===== config.mk =====
export PLATFORM = sky130hd
export DESIGN_NAME = instr_fetch_seq_flat
export DESIGN_NICKNAME = d
export VERILOG_FILES = /design/src/rtl/instr_fetch_seq_if.sv /design/src/rtl/instr_fetch_seq.sv /design/src/flat_wrapper.sv
export SDC_FILE = /design/constraint.sdc
export NUM_CORES = 1
export LEC_CHECK = 0
export ABC_AREA = 1
export BUFFER_PORTS_ARGS = -buffer_cell sky130_fd_sc_hd__buf_2
export CAP_MARGIN = 20
export CORE_MARGIN = 10
export CORE_UTILIZATION = 54
export CTS_BUF_LIST = sky130_fd_sc_hd__clkbuf_4 sky130_fd_sc_hd__clkbuf_8
export CTS_CLUSTER_SIZE = 16
export DETAILED_ROUTE_END_ITERATION = 8
export PLACE_DENSITY = 0.79
export SKIP_CTS_REPAIR_TIMING = 1
export SLEW_MARGIN = 20
export SYNTH_ARGS = -nofsm -noshare
export SYNTH_HDL_FRONTEND = slang
export SYNTH_SLANG_ARGS = --single-unit

===== constraint.sdc =====
create_clock -name clk -period 1.3 [get_ports clk]
set_input_delay 0.065 -clock clk [delete_from_list [all_inputs] [get_ports clk]]
set_output_delay 0.065 -clock clk [all_outputs]
set_load 0.1 [all_outputs]

===== src/rtl/instr_fetch_seq_if.sv =====
`default_nettype none
// ============================================================================
// instr_fetch_seq_if : ROM/decoder-facing bus of the TB4004 fetch sequencer
// Revision 1.0
// ============================================================================
interface instr_fetch_seq_if #(
  parameter int PC_W = 12
);
  logic            hold;
  logic [3:0]      rom_data;
  logic            jump_en;
  logic [PC_W-1:0] jump_addr;
  logic [PC_W-1:0] rom_addr;
  logic            sync;
  logic [2:0]      phase;
  logic [3:0]      opr;
  logic [3:0]      opa;
  logic [7:0]      op2;
  logic            two_byte;
  logic            instr_valid;

  modport master (
    input  hold, rom_data, jump_en, jump_addr,
    output rom_addr, sync, phase, opr, opa, op2, two_byte, instr_valid
  );

  modport slave (
    output hold, rom_data, jump_en, jump_addr,
    input  rom_addr, sync, phase, opr, opa, op2, two_byte, instr_valid
  );
endinterface
`default_nettype wire


===== src/rtl/instr_fetch_seq.sv =====
`default_nettype none
// ============================================================================
// instr_fetch_seq : TB4004 8-phase machine-cycle sequencer, PC and byte fetch
// Revision 1.0
// ============================================================================
module instr_fetch_seq #(
  parameter int              PC_W     = 12,
  parameter logic [PC_W-1:0] RESET_PC = {PC_W{1'b0}}
) (
  input  wire logic          clk,
  input  wire logic          rst_n,
  instr_fetch_seq_if.master  bus
);

  typedef enum logic [2:0] {
    A1 = 3'd0, A2 = 3'd1, A3 = 3'd2, M1 = 3'd3,
    M2 = 3'd4, X1 = 3'd5, X2 = 3'd6, X3 = 3'd7
  } phase_t;

  phase_t          r_state;
  phase_t          w_next;
  logic [PC_W-1:0] r_pc;
  logic [3:0]      r_hi;
  logic [3:0]      r_opr;
  logic [3:0]      r_opa;
  logic [7:0]      r_op2;
  logic            r_two;
  logic            r_pending;
  logic            r_fired;
  logic            r_instr_valid;
  logic            w_is_two;

  always_ff @(posedge clk or negedge rst_n) begin
    if (!rst_n) r_state <= A1;
    else        r_state <= w_next;
  end

  always_comb begin
    w_next = r_state;
    case (r_state)
      A1:      w_next = bus.hold ? A1 : A2;
      A2:      w_next = A3;
      A3:      w_next = M1;
      M1:      w_next = M2;
      M2:      w_next = X1;
      X1:      w_next = X2;
      X2:      w_next = X3;
      X3:      w_next = A1;
      default: w_next = A1;
    endcase
  end

  // Opcode is r_hi, operand low bit is the nibble arriving in M2
  assign w_is_two = (r_hi == 4'h1) || (r_hi == 4'h4) || (r_hi == 4'h5) ||
                    (r_hi == 4'h7) || ((r_hi == 4'h2) && !bus.rom_data[0]);

  // r_fired marks a cycle whose instruction completed; only then may a jump land
  always_ff @(posedge clk or negedge rst_n) begin
    if (!rst_n) begin
      r_pc          <= RESET_PC;
      r_hi          <= 4'h0;
      r_opr         <= 4'h0;
      r_opa         <= 4'h0;
      r_op2         <= 8'h00;
      r_two         <= 1'b0;
      r_pending     <= 1'b0;
      r_fired       <= 1'b0;
      r_instr_valid <= 1'b0;
    end else begin
      r_instr_valid <= 1'b0;
      case (r_state)
        M1: r_hi <= bus.rom_data;
        M2: begin
          if (r_pending) begin
            r_op2         <= {r_hi, bus.rom_data};
            r_instr_valid <= 1'b1;
            r_fired       <= 1'b1;
          end else begin
            r_opr         <= r_hi;
            r_opa         <= bus.rom_data;
            r_op2         <= 8'h00;
            r_two         <= w_is_two;
            r_pending     <= w_is_two;
            r_instr_valid <= !w_is_two;
            r_fired       <= !w_is_two;
          end
        end
        X3: begin
          r_pc    <= (bus.jump_en && r_fired) ? bus.jump_addr : r_pc + 1'b1;
          r_fired <= 1'b0;
          if (r_fired) r_pending <= 1'b0;
        end
        default: ;
      endcase
    end
  end

  // sync is held low while reset is asserted even though the FSM sits in A1
  assign bus.sync        = (r_state == A1) && !bus.hold && rst_n;
  assign bus.phase       = r_state;
  assign bus.rom_addr    = r_pc;
  assign bus.opr         = r_opr;
  assign bus.opa         = r_opa;
  assign bus.op2         = r_op2;
  assign bus.two_byte    = r_two;
  assign bus.instr_valid = r_instr_valid;

endmodule
`default_nettype wire


===== src/flat_wrapper.sv =====
// flat-port wrapper written by rule: the top's interface ports become plain ports
module instr_fetch_seq_flat 
#(
  parameter int              PC_W     = 12,
  parameter logic [PC_W-1:0] RESET_PC = {PC_W{1'b0}}
)
  (clk, rst_n, bus_hold, bus_rom_data, bus_jump_en, bus_jump_addr, bus_rom_addr, bus_sync, bus_phase, bus_opr, bus_opa, bus_op2, bus_two_byte, bus_instr_valid);
  instr_fetch_seq_if #(.PC_W(PC_W)) bus_i ();
  input  wire logic clk;
  input  wire logic rst_n;
  input wire logic [$bits(bus_i.hold)-1:0] bus_hold;
  input wire logic [$bits(bus_i.rom_data)-1:0] bus_rom_data;
  input wire logic [$bits(bus_i.jump_en)-1:0] bus_jump_en;
  input wire logic [$bits(bus_i.jump_addr)-1:0] bus_jump_addr;
  output wire logic [$bits(bus_i.rom_addr)-1:0] bus_rom_addr;
  output wire logic [$bits(bus_i.sync)-1:0] bus_sync;
  output wire logic [$bits(bus_i.phase)-1:0] bus_phase;
  output wire logic [$bits(bus_i.opr)-1:0] bus_opr;
  output wire logic [$bits(bus_i.opa)-1:0] bus_opa;
  output wire logic [$bits(bus_i.op2)-1:0] bus_op2;
  output wire logic [$bits(bus_i.two_byte)-1:0] bus_two_byte;
  output wire logic [$bits(bus_i.instr_valid)-1:0] bus_instr_valid;
  assign bus_i.hold = bus_hold;
  assign bus_i.rom_data = bus_rom_data;
  assign bus_i.jump_en = bus_jump_en;
  assign bus_i.jump_addr = bus_jump_addr;
  assign bus_rom_addr = bus_i.rom_addr;
  assign bus_sync = bus_i.sync;
  assign bus_phase = bus_i.phase;
  assign bus_opr = bus_i.opr;
  assign bus_opa = bus_i.opa;
  assign bus_op2 = bus_i.op2;
  assign bus_two_byte = bus_i.two_byte;
  assign bus_instr_valid = bus_i.instr_valid;
  instr_fetch_seq #(.PC_W(PC_W), .RESET_PC(RESET_PC)) u_core (.clk(clk), .rst_n(rst_n), .bus(bus_i));
endmodule

==> reports/metrics.yaml <==
sta:
  relSlewSlack_pct: 67.0
  setup_viol: 3
  worstMarginPinSlew_ns: 0.495
  period_share_pct: 118
  finalClockSkew_ns: 0.00602
  timing.hold.ws_ns: -0.0422
  min_period_ns: 1.53
  hold_violations: 2
  rsz0062_at_grt: "true"
  layout_setup_ws_ns: -0.235
  fmax_mhz: 652
  slew_violations: 0
detailed_routing:
  drc_errors: 0
  wl_met3_um: 444
  via_per_inst: 5.27
  postRouteWirelength_um: 5150
  drt-met1-wl_um: 2110
  dr_wl_met2_um: 2530
  dr.pass1.iters: 4
  via_count: 1872
  wl_per_cell_um: 14.5
  dr.max_layer_used: "met4"
  ant_nets: 0
  drtIter0Drc: 126
place:
  gp_congestion: 0.863
  place_hpwl_um: 3710
  io_buffers: 53
run_status:
  status: "finished, violations left"
  violations: "negative hold slack, negative setup slack"
clock_tree:
  clockBufferDepth: 2
  cts_buffers: 5
  cts.sinks: 39
  htreeDepth: 2
  root_buffer: "clkbuf_4"
  cts.clk_slew.worst_paths_ns: 0.11
  insertion_delay_ns: 0.35
  cts_tree: "yes"
finish:
  final_common_cell: "nand2_1"
  register_area_um2: 1020
  layout_common_cells: "nand2_1, buf_2, dfrtp_1"
  fillers: 242
  antenna_cells: 0
  multi_input_area_um2: 996
  final_nets: 329
  area_growth_pct: 37.7
  drive_gt1_share_pct: 45.0
min_path:
  hp-class: "input port to flop"
  whs_path_depth: 3
synth:
  synth_seq_area_share_pct: 49.9
  synth_cell_type_count: 30
  synth_edf_count: 0
  synth_flop_cell: "dfrtp_1"
  synth_area_um2: 1960
  syn_nets: 261
  synthArstFlopShare_pct: 100
  yosys_warnings: 0
  synth-seq-cells: 39
  syn_avg_cell_area_um2: 8.15
  synthCells: 240
global_route:
  grt_max_degree: 40
  antenna_found_initial: 0
  grtUsageTotal_pct: 16.1
  grt_pass1_wl_um: 8380
  first_global_vias: 1826
  gr-total-overflow: 0
critical_path:
  worstSetupStartpointType: "flop"
  critPathMaxFanout: 4
  rr_worst_depth: 7
  slowest_delay_ns: 0.52
  worstPathArrival_ns: 1.47
  worstSetupPathType: "flop to primary output"
  cp-end-kind: "primary output"
  critical_path.cell_chain: "nor2_4 -> nand2_2 -> nor3b_4 -> buf_12"
  slowest_stage: "dfrtp_4"
  worstPathRequired_ns: 1.24
floorplan:
  dieArea_um2: 6430
  die_w_um: 80.2
  initial_core_util_pct: 57.3
  fp-row-count: 21
  die_h_um: 80.2
  io_pins: 54
  fp.coreArea_um2: 3420
run:
  cap_violations: 0
[final cells by class]
type | instances | area share (%)
Clock inverter | 1 | 0.186
Tap cell | 46 | 2.14
Multi-Input combinational cell | 169 | 37.0
Inverter | 26 | 3.81
Sequential cell | 39 | 38.0
Timing Repair Buffer | 67 | 16.9
Clock buffer | 7 | 1.95
[through the flow]
step                      util [%]  area, um^2  TNS, ns  setup slack [ns]  std cells
final                         78.9        2690   -0.241            -0.235        355
after global routing          78.9        2690   -0.701            -0.302        355
after CTS                     73.3        2500   -0.461            -0.306        350
after detailed placement      71.6        2450        0            0.0482        342
after global placement        71.6        2450        0            0.0647        342
after floorplan                  -        2070    -2.44            -0.506        240
[cell usage after synthesis, types with 5 or more instances]
cell	n	area [um^2]
a21oi_1	7	35.0
dfrtp_1	39	976
inv_1	23	86.3
nand2_1	75	282
nand3_1	12	60.1
nor2_1	20	75.1
nor2_2	5	31.3
o21ai_0	13	65.1
o21ai_2	8	70.1
o31ai_1	8	60.1
[sequential cells by signal, indices dropped and copies added (netlist names)]
register,cells
u_core.bus.phase,3
u_core.bus.opa,4
u_core.r_hi,4
u_core.bus.op2,8
u_core.bus.rom_addr,12
u_core.r_pending,1
u_core.r_fired,1
u_core.bus.two_byte,1
u_core.bus.opr,4
u_core.bus.instr_valid,1
[metal layers]
metal	vias to the layer above	track usage (%)
met3	10	6.35
met1	881	18.3
met4	0	4.93
met5	-	0
li1	912	-
met2	69	27.0
[kinds of logic (layout without fill, tap and decap cells)]
group,Yosys count,in the layout,synth area share [%]
adders and majority gates,1,1,0.640
xor gates and xnor gates,1,1,0.448
and+or+nand+nor,123,124,27.3
buffers and inverters,33,101,7.49
AOI/OAI and AO/OA,43,43,14.2
DFF,39,39,49.9
[final timing paths]
kind                                          start                      to  slack (ns)
max in group asynchronous                     rst_n     u_core.bus.phase[0]        0.60
worst max-delay path            u_core.bus.phase[1]                bus_sync       -0.23
worst min-delay path               bus_jump_addr[0]  u_core.bus.rom_addr[0]       -0.04
worst min register to register    u_core.bus.op2[5]       u_core.bus.op2[5]        0.49
min in group asynchronous                     rst_n  u_core.bus.rom_addr[3]        0.32
worst max register to register  u_core.bus.phase[1]          u_core.r_fired        0.01
[worst max-delay path, delay by kind of cell (launching register included)]
kind                   cells  cell delay, ns
buffers and inverters      1            0.20
AND/OR/NAND/NOR            3            0.41
flip-flops                 1            0.52
Power is left out: the tool's default activity adds up to more than one toggle a clock period on the data nets, which glitch-free logic cannot reach.
